===== src/rtl/cpu_reg_package.sv =====
// Shared CPU-bus region description used by bus wait/CDC blocks.
// Holds the region mode and FSM encodings plus the per-region config record.
package cpu_reg_package;

  localparam int REGION_ADDR_W = 64;

  typedef enum logic [1:0] {
    PASS  = 2'd0,
    FIXED = 2'd1,
    BUSY  = 2'd2,
    RSVD  = 2'd3
  } bus_wait_mode_t;

  typedef enum logic [1:0] {
    IDLE       = 2'd0,
    WAIT_FIXED = 2'd1,
    WAIT_BUSY  = 2'd2,
    DONE       = 2'd3
  } bus_wait_state_t;

  typedef struct packed {
    logic [REGION_ADDR_W-1:0] start_addr;
    logic [REGION_ADDR_W-1:0] end_addr;
    bus_wait_mode_t           mode;
    logic [3:0]               latency;
  } region_cfg_t;

  // RSVD behaves as passthrough, so only FIXED and BUSY ever stall the CPU.
  function automatic logic mode_stalls(input bus_wait_mode_t m);
    return (m == FIXED) || (m == BUSY);
  endfunction

endpackage


===== src/rtl/bus_region_decode.sv =====
// Combinational priority decoder: inclusive start/end windows, lowest index wins.
module bus_region_decode #(
  parameter int                                NUM_REGIONS  = 4,
  parameter int                                ADDR_WIDTH   = 32,
  parameter logic [NUM_REGIONS*ADDR_WIDTH-1:0] REGION_START = '0,
  parameter logic [NUM_REGIONS*ADDR_WIDTH-1:0] REGION_END   = '0
) (
  input  logic [ADDR_WIDTH-1:0]          address,
  output logic                           hit,
  output logic [$clog2(NUM_REGIONS)-1:0] hit_idx
);

  localparam int IDX_W = $clog2(NUM_REGIONS);

  // Scan from the top down so the lowest matching index is written last.
  always_comb begin
    hit     = 1'b0;
    hit_idx = '0;
    for (int r = NUM_REGIONS - 1; r >= 0; r--) begin
      if (address >= REGION_START[r*ADDR_WIDTH +: ADDR_WIDTH] &&
          address <= REGION_END[r*ADDR_WIDTH +: ADDR_WIDTH]) begin
        hit     = 1'b1;
        hit_idx = IDX_W'(r);
      end
    end
  end

endmodule


===== src/rtl/bus_wait_ctrl.sv =====
// Multi-region CPU bus wait-state controller: passthrough, fixed-latency or
// busy-handshake regions with a watchdog that returns ERROR_WORD on expiry.
module bus_wait_ctrl
  import cpu_reg_package::*;
#(
  parameter int                                NUM_REGIONS    = 4,
  parameter int                                ADDR_WIDTH     = 32,
  parameter int                                DATA_WIDTH     = 32,
  parameter logic [NUM_REGIONS*ADDR_WIDTH-1:0] REGION_START   = '0,
  parameter logic [NUM_REGIONS*ADDR_WIDTH-1:0] REGION_END     = '0,
  parameter logic [NUM_REGIONS*2-1:0]          REGION_MODE    = '0,
  parameter logic [NUM_REGIONS*4-1:0]          REGION_LATENCY = '0,
  parameter int                                TIMEOUT_CYCLES = 255,
  parameter logic [DATA_WIDTH-1:0]             ERROR_WORD     = 32'hDEAD_BEEF
) (
  input  logic                              clk_i,
  input  logic                              reset_i,
  input  logic [ADDR_WIDTH-1:0]             address_i,
  input  logic                              we_i,
  input  logic [NUM_REGIONS*DATA_WIDTH-1:0] data_i,
  input  logic [NUM_REGIONS-1:0]            module_busy_i,
  output logic [NUM_REGIONS-1:0]            sel_o,
  output logic                              busy_o,
  output logic [DATA_WIDTH-1:0]             data_o,
  output logic                              timeout_o,
  output logic [$clog2(NUM_REGIONS)-1:0]    timeout_region_o
);

  localparam int IDX_W = $clog2(NUM_REGIONS);
  localparam int WD_W  = $clog2(TIMEOUT_CYCLES + 1);

  function automatic region_cfg_t cfg_of(input logic [IDX_W-1:0] r);
    region_cfg_t c;
    c.start_addr = REGION_ADDR_W'(REGION_START[int'(r)*ADDR_WIDTH +: ADDR_WIDTH]);
    c.end_addr   = REGION_ADDR_W'(REGION_END[int'(r)*ADDR_WIDTH +: ADDR_WIDTH]);
    c.mode       = bus_wait_mode_t'(REGION_MODE[int'(r)*2 +: 2]);
    c.latency    = REGION_LATENCY[int'(r)*4 +: 4];
    return c;
  endfunction

  bus_wait_state_t        state_q, state_d;
  logic [ADDR_WIDTH-1:0]  address_q;
  logic [3:0]             cnt_q, cnt_d;
  logic [WD_W-1:0]        wd_q, wd_d;
  logic                   busy_prev_q, busy_prev_d;
  logic [IDX_W-1:0]       region_q, region_d;
  logic [DATA_WIDTH-1:0]  data_q, data_d;
  logic                   timeout_q, timeout_d;
  logic [IDX_W-1:0]       timeout_region_q, timeout_region_d;

  logic                   hit;
  logic [IDX_W-1:0]       hit_idx;
  region_cfg_t            hit_cfg;
  logic                   new_access, access, stall_mode;
  logic [DATA_WIDTH-1:0]  hit_dat, act_dat;
  logic                   unused_bits;

  bus_region_decode #(
    .NUM_REGIONS  (NUM_REGIONS),
    .ADDR_WIDTH   (ADDR_WIDTH),
    .REGION_START (REGION_START),
    .REGION_END   (REGION_END)
  ) u_decode (
    .address (address_i),
    .hit     (hit),
    .hit_idx (hit_idx)
  );

  assign hit_cfg    = cfg_of(hit_idx);
  assign stall_mode = mode_stalls(hit_cfg.mode);
  assign new_access = (address_i != address_q);
  assign access     = !reset_i && (state_q == IDLE) && new_access && hit;
  assign hit_dat    = data_i[int'(hit_idx)*DATA_WIDTH +: DATA_WIDTH];
  assign act_dat    = data_i[int'(region_q)*DATA_WIDTH +: DATA_WIDTH];

  // Writes stall exactly like reads; the direction never changes the timing.
  assign unused_bits = ^{we_i, hit_cfg.start_addr, hit_cfg.end_addr};

  assign sel_o  = access ? (NUM_REGIONS'(1) << hit_idx) : '0;
  assign busy_o = !reset_i && ((access && stall_mode) ||
                               (state_q == WAIT_FIXED) || (state_q == WAIT_BUSY));
  assign data_o           = data_q;
  assign timeout_o        = timeout_q;
  assign timeout_region_o = timeout_region_q;

  always_comb begin
    state_d          = state_q;
    cnt_d            = cnt_q;
    wd_d             = wd_q;
    busy_prev_d      = busy_prev_q;
    region_d         = region_q;
    data_d           = data_q;
    timeout_d        = 1'b0;
    timeout_region_d = timeout_region_q;
    unique case (state_q)
      IDLE: begin
        if (!hit) begin
          data_d = '0;
        end else if (!stall_mode) begin
          data_d = hit_dat;
        end else if (new_access) begin
          region_d = hit_idx;
          if (hit_cfg.mode == FIXED) begin
            // The detect cycle counts as the first wait cycle, so L=0 finishes at once.
            if (hit_cfg.latency == 4'd0) begin
              data_d  = hit_dat;
              state_d = DONE;
            end else begin
              cnt_d   = hit_cfg.latency - 4'd1;
              state_d = WAIT_FIXED;
            end
          end else begin
            wd_d        = '0;
            busy_prev_d = module_busy_i[hit_idx];
            state_d     = WAIT_BUSY;
          end
        end
      end
      WAIT_FIXED: begin
        if (cnt_q == 4'd0) begin
          data_d  = act_dat;
          state_d = DONE;
        end else begin
          cnt_d = cnt_q - 4'd1;
        end
      end
      WAIT_BUSY: begin
        busy_prev_d = module_busy_i[region_q];
        // A falling edge beats a watchdog expiry in the same cycle.
        if (busy_prev_q && !module_busy_i[region_q]) begin
          data_d  = act_dat;
          state_d = DONE;
        end else if (wd_q == WD_W'(TIMEOUT_CYCLES - 1)) begin
          data_d           = ERROR_WORD;
          timeout_d        = 1'b1;
          timeout_region_d = region_q;
          state_d          = DONE;
        end else begin
          wd_d = wd_q + 1'b1;
        end
      end
      DONE: state_d = IDLE;
      default: state_d = IDLE;
    endcase
  end

  always_ff @(posedge clk_i) begin
    if (reset_i) begin
      state_q          <= IDLE;
      address_q        <= '0;
      cnt_q            <= '0;
      wd_q             <= '0;
      busy_prev_q      <= 1'b0;
      region_q         <= '0;
      data_q           <= '0;
      timeout_q        <= 1'b0;
      timeout_region_q <= '0;
    end else begin
      state_q          <= state_d;
      address_q        <= address_i;
      cnt_q            <= cnt_d;
      wd_q             <= wd_d;
      busy_prev_q      <= busy_prev_d;
      region_q         <= region_d;
      data_q           <= data_d;
      timeout_q        <= timeout_d;
      timeout_region_q <= timeout_region_d;
    end
  end

endmodule


===== config.mk =====
export PLATFORM = sky130hd
export DESIGN_NAME = bus_wait_ctrl
export DESIGN_NICKNAME = d
export VERILOG_FILES = /design/src/rtl/cpu_reg_package.sv /design/src/rtl/bus_region_decode.sv /design/src/rtl/bus_wait_ctrl.sv
export SDC_FILE = /design/constraint.sdc
export NUM_CORES = 1
export LEC_CHECK = 0
export ABC_CLOCK_PERIOD_IN_PS = 9200
export CORE_ASPECT_RATIO = 1.4
export CORE_MARGIN = 2
export CORE_UTILIZATION = 35
export CTS_BUF_LIST = sky130_fd_sc_hd__clkbuf_2
export DETAILED_ROUTE_END_ITERATION = 6
export GPL_TIMING_DRIVEN = 0
export MAX_ROUTING_LAYER = met4
export PLACE_DENSITY = 0.95
export SYNTH_ARGS = -nofsm -noshare
export SYNTH_HDL_FRONTEND = slang
export SYNTH_SLANG_ARGS = --single-unit

===== constraint.sdc =====
create_clock -name clk_i -period 9.2 [get_ports clk_i]
set_clock_uncertainty 0.15 [all_clocks]
set_input_delay 2.76 -clock clk_i [delete_from_list [all_inputs] [get_ports clk_i]]
set_output_delay 2.76 -clock clk_i [all_outputs]
set_load 0.02 [all_outputs]

# [Word-level counts from Yosys, hierarchy flattened]
# Index checks and enable logic that the tools add are counted.
[classes] addsub=2 n_lt_le_gt_ge=2 n_eq_ne=7 muxes=12 n_bitwise=5 reduce_logical=17
[op_table] op="$mux W32" count=4
[op_table] op="$pmux W32 S3" count=1
[op_table] op="$ge A32 B1 Y1 const B" count=1
[op_table] op="$le A32 B1 Y1 const B" count=1
[op_table] op="$ne A32 B32 Y1" count=1
[op_table] op="$reduce_and A3 Y1" count=3
[op_table] op="$add A8 B1 Y8 const B" count=1
[op_table] op="$eq A8 B8 Y1 const B" count=1
[op_table] op="$logic_and A1 B1 Y1" count=6
[op_table] op="$mux W2" count=3
[op_table] op="$pmux W2 S3" count=1
[op_table] op="$not A1 Y1" count=5
[op_table] op="$eq A2 B2 Y1 const B" count=2
[op_table] op="$logic_not A4 Y1" count=1
[op_table] op="$sub A4 B1 Y4 const B" count=1
[op_table] op="$mux W1" count=3
[op_table] op="$ne A3 B1 Y1 const B" count=1
[op_table] op="$reduce_bool A3 Y1" count=1
[op_table] op="$reduce_or A3 Y1" count=1
[op_table] op="$eq A2 B1 Y1 const B" count=1
[op_table] op="$logic_not A1 Y1" count=2
[op_table] op="$logic_not A2 Y1" count=1
[op_table] op="$ne A2 B1 Y1 const B" count=1
[op_table] op="$reduce_and A2 Y1" count=1
[op_table] op="$logic_or A1 B1 Y1" count=1
[word_totals] reg_bits=80 input_bits=167 output_inout_bits=40 word_cells=52

# [Longest topological paths before layout]
# Gate-level depths: netlist of run 1.
[logic_depth] word_depth=5 mapped_depth=6 depth_no_buf=4

# [By module]
# Synthesis of run 1 repeated with hierarchy kept, for this count alone.
[unflattened] hier_cells=459 hier_area_um2=4601.9
[modules_own_cells] mod="bus_wait_ctrl" instances=1 cells_per_inst=445 area_each_um2=4510.6 seq_area_each_um2=1601.5
[modules_own_cells] mod="bus_region_decode" instances=1 cells_per_inst=14 area_each_um2=91.3 seq_area_each_um2=0.0

# [Least setup slack after synthesis of run 1]
# OpenSTA, ideal clock, no wires.
[synth_path] path_type="in2out" start="input port address_i[2]" end="output port sel_o[0]" t_arrival_ns=3.914 t_required_ns=6.290 setup_slack_ns=2.376 path_stages=6 path_buffers=2 path_cell_list="nor4_1 -> nand3_1 -> nor3_4 -> buf_6 -> a21boi_1 -> buf_4"
[synth_between] elab_chain_cells=5 elab_cells_between_ends=8 cone_classes="order compare (2); eq/ne (1); mux (2); reduce/logical (3)"
[synth_rtl] item="from (decl)" line_no="bus_wait_ctrl.sv:18" rtl="input logic [ADDR_WIDTH-1:0] address_i,"
[synth_rtl] item="$ge A32 B1 Y1 / $le A32 B1 Y1 (equally long branches)" line_no="bus_region_decode.sv:20, bus_region_decode.sv:21"
[synth_rtl] item="$logic_and A1 B1 Y1" line_no="bus_region_decode.sv:20" rtl="if (address >= REGION_START[r*ADDR_WIDTH +: ADDR_WIDTH] &&"
[synth_rtl] item="$mux W1" line_no="bus_region_decode.sv:20"
[synth_rtl] item="$logic_and A1 B1 Y1 (*)" line_no="bus_wait_ctrl.sv:72" rtl="assign access = !reset_i && (state_q == IDLE) && new_access && hit;"
[synth_rtl] item="named net access" line_no="bus_wait_ctrl.sv:54" rtl="logic new_access, access, stall_mode;"
[synth_rtl] item="$mux W1 (*)" line_no="bus_wait_ctrl.sv:79" rtl="assign sel_o = access ? (NUM_REGIONS'(1) << hit_idx) : '0;"
[synth_rtl] item="to (decl)" line_no="bus_wait_ctrl.sv:22" rtl="output logic [NUM_REGIONS-1:0] sel_o,"
# Mark *: on every way through the listed nets, which the timed path passes. The rest lies on a longest branch.

# [Worst setup path after layout of run 1]
[layout_path] start="input port address_i[29]" end="output port sel_o[0]"
# The elaborated chain is that of the path after synthesis.

==> results.txt, run 1 <==
----------------------------------------------------
[Run status]
  Outcome ... completed

[STA]
  Fmax ... 0.122 GHz
  Min setup slack post-route ... 1040 ps
  Setup repair after global routing missed its margin ... false
  Total count of max-transition violations in the final report ... 0
  Hold Fails Final Rpt ... 0
  Setup TNS after final layout ... 0 ps
  Final-report setup violation count ... 0
  Hold slack final ... 348 ps
  Final critical-path required period ... 8160 ps
  Final Cycle Share ... 88.7%

[Route]
  First-pass DRT Iterations ... 4
  Number of remaining DRC errors ... 0
  Routed len/inst ... 15.1 microns
  Vias per Instance ... 4.75
  Count of nets left with antenna violations after detail routing ... 0
  WL final ... 6.05 mm
  Vias after detailed routing ... 1899
  Iteration-0 DRC Markers ... 47

[Logic synthesis]
  Leading area contributor after synthesis ... dfxtp_1
  Synthesized-area fraction occupied by ao, oa, aoi and oai cells ... 12.3%
  Top FF cell, synth ... dfxtp_1
  Combinational family with the most area after synthesis ... simple AND/OR/NAND/NOR gates
  Average cell area after synthesis ... 11.5 sq um
  Yosys warnings ... 0
  Library cell with the highest instance count after synthesis ... dfxtp_1
  Commonest cells post-synth ... 65 x dfxtp_1, 32 x xnor2_1, 30 x a22o_1, 30 x nor2b_1
  Asr flop ratio synth ... 0%
  Area share of the leading cell type in the synthesized netlist ... 55.1%
  Area share of xor/xnor cells in the synthesized design ... 11.9%
  Number of synthesized flops with an enable pin ... 0
  Leading post-synthesis cells by cell area ... dfxtp_1 55%, xnor2_1 12%, a22o_1 11%
  Post-synthesis mux area share ... 0%
  Simple-gate portion of the synthesized area ... 15.4%
  Synthesized instance count ... 205
  Proportion of synthesized chip area in sequential cells ... 55.1%
  Summed instance area of the synthesized netlist ... 2360 sq um
  Flop and latch count out of synthesis ... 65
  Area share of fa/ha/maj cells after synthesis ... 0%
  Count of different cell masters after synthesis ... 18

[Setup path]
  Launch point of the critical path ... address_i[29]
  Biggest cell delay along the critical path ... 580 ps
  Most Frequent Cell on Critical Path ... clkdlybuf4s50_1
  Crit path launch type ... input port
  CP max FO ... 10
  Cell class contributing the biggest share of worst-path delay ... buffers and inverters
  Cell with the biggest individual delay on the critical path ... clkdlybuf4s50_1
  RR Startpoint ... state_q[0]
  Buffering stage count on the worst path with inverters included ... 4
  Worst endpoint data arrival time ... 5250 ps
  Worst endpoint required time ... 6290 ps
  Path type of the worst setup path ... input port to output port
  Kind of end point of the critical path ... output port
  Cell chain of the critical path ... clkdlybuf4s50_1 > nor4_1 > nand4_1 > nor3_4 > buf_6 > a21boi_1 > buf_4 > clkdlybuf4s50_1

[Clock tree]
  CTS hold repair buffers ... 0
  Sink count of the clock tree ... 65
  Number of buffers added for setup after CTS ... 0
  CTS Root Buffer Type ... clkbuf_2
  H-tree level count ... 3
  Deepest clock path buffer count ... 2
  Clock slew at reported path FFs ... 150 ps
  Count of cells resized by post-cts repair ... 0
  Clock insertion delay at the later pin of the skew report ... 470 ps
  Number of buffers created by CTS ... 9
  TritonCTS clock tree ... built

[Global routing]
  Total GRT Usage ... 18.1%
  First-pass GRT wire length ... 9.58 mm
  Largest net degree at the start of global routing ... 11
  Global route total overflow ... 0
  Initial antenna violation count ... 0
  Via count of the first global-routing pass ... 2074

[Placed design]
  Routability congestion estimate ... 0.814
  Worst setup slack after placement ... 1000 ps
  Half-perimeter wire length after placement ... 4.71 mm
  Port-buffer cells ... 98

[Final layout]
  Diodes inserted ... 0
  Nets ... 488
  Area growth from synthesis to layout ... 51.0%
  Share of post-route cells with drive strength above 1 ... 9.20%

[Die]
  Overall die width ... 73.4 microns
  Area enclosed by the die boundary ... 7420 sq um
  FP Rows ... 35
  Total core area ... 6570 sq um
  Die extent in y ... 101 microns
  Effective utilization at floorplan ... 35.9%
  I/O pin count ... 207

[Pwr]
  Peak supply drop ... 0.108 mV
  Power share of the combinational group ... 12.5%
  Tot Pwr ... 0.000516 W
  Leakage power summed over all cells ... 1.34 nW
  Int Pwr ... 0.000395 W
  Sw power ... 0.000121 W
  Clock share of power ... 30.7%
  Sequential fraction of design power ... 56.8%
  Net switching fraction of the power ... 23.4%
  Power density cells ... 145 nW/um^2

[Job]
  Max_cap viols ... 0

[Hold path]
  HP Class ... register to register
  HP Start ... data_o[24]

----------------------------------------------------
-- cell usage in the layout (no fill, tap or decap), drive strengths merged --
cell type / n
nor4: 10
buf: 11
bufinv: 1
clkinv: 3
conb: 8
nor3: 1
clkbuf: 19
nand2: 1
a21boi: 1
nand4: 9
clkdlybuf4s50: 98
nor2b: 30
dfxtp: 65
nand3: 1
a22o: 32
nor2: 1
and2b: 3
xnor2: 32
-- power by group through the flow --
stage / logic (W) / clock network [W] / registers [W]
6_report: 0.0000647 / 0.000158 / 0.000293
4_1_cts: 0.0000653 / 0.000165 / 0.000293
3_3_place_gp: 0.0000633 / 0 / 0.000298
2_1_floorplan: 0.0000272 / 0 / 0.000298
5_1_grt: 0.0000702 / 0.000179 / 0.000294
3_5_place_dp: 0.0000648 / 0 / 0.000299
-- logic make-up (layout without fill, tap and decap cells) --
group                  count (synthesis)  after routing
AO/OA/AOI/OAI                         33             33
AND/OR/NAND/NOR                       56             56
flip-flops                            65             65
buffers and inverters                 18            132
other                                  1              8
XOR/XNOR                              32             32
-- per-stage QoR --
stage / area, sq um / utilization [%] / std cells
2_1_floorplan: 2390 / - / 212
3_5_place_dp: 3460 / 52.7 / 384
5_1_grt: 3560 / 54.2 / 400
6_report: 3560 / 54.2 / 400
3_3_place_gp: 3460 / 52.7 / 384
4_1_cts: 3560 / 54.2 / 400
-- registers in the layout, indices dropped and copies added (netlist names) --
register	flops
data_o	32
state_q	1
address_q	32
-- final timing paths --
check	cells past startpoint	to	slack [ps]
min	1	data_o[24]	350
max reg2reg	5	data_o[26]	7430
max	8	sel_o[0]	1040
min reg2reg	1	data_o[24]	350
-- worst register-to-register path, stage by stage (launching register included) --
cell     delay, ps
dfxtp_1        350
nor4_1         300
nand4_1        220
nor3_4         350
buf_6          200
a22o_1         160
-- layer usage --
metal / up-vias / routed length (microns) / track usage [%]
met1: 868 / 2380 / 18.0
met5: - / 0 / -
met2: 86 / 3140 / 31.5
met4: 0 / 131 / 9.09
met3: 12 / 393 / 5.37
li1: 933 / - / -
-- cell type report --
cell class              instances  area, sq um
fillers                       572         3010
multi-input cells             129          965
clock buffers                  12         60.1
flip-flops and latches         65         1300
plain buffers                  18          120
clock inverters                 4         43.8
well taps                      74         92.6
repair buffers                 98          981
Note: power is estimated with default switching activity, not from simulation.
==> run 2, diff against run 1 <==
--- a/config.mk
+++ b/config.mk
@@ -6,6 +6,7 @@
 export NUM_CORES = 1
 export LEC_CHECK = 0
 export ABC_CLOCK_PERIOD_IN_PS = 9200
+export CAP_MARGIN = 10
 export CORE_ASPECT_RATIO = 1.4
 export CORE_MARGIN = 2
 export CORE_UTILIZATION = 35
==> results of run 2 <==
Same layout as run 1: the final DEF is identical, and so are final timing and power.
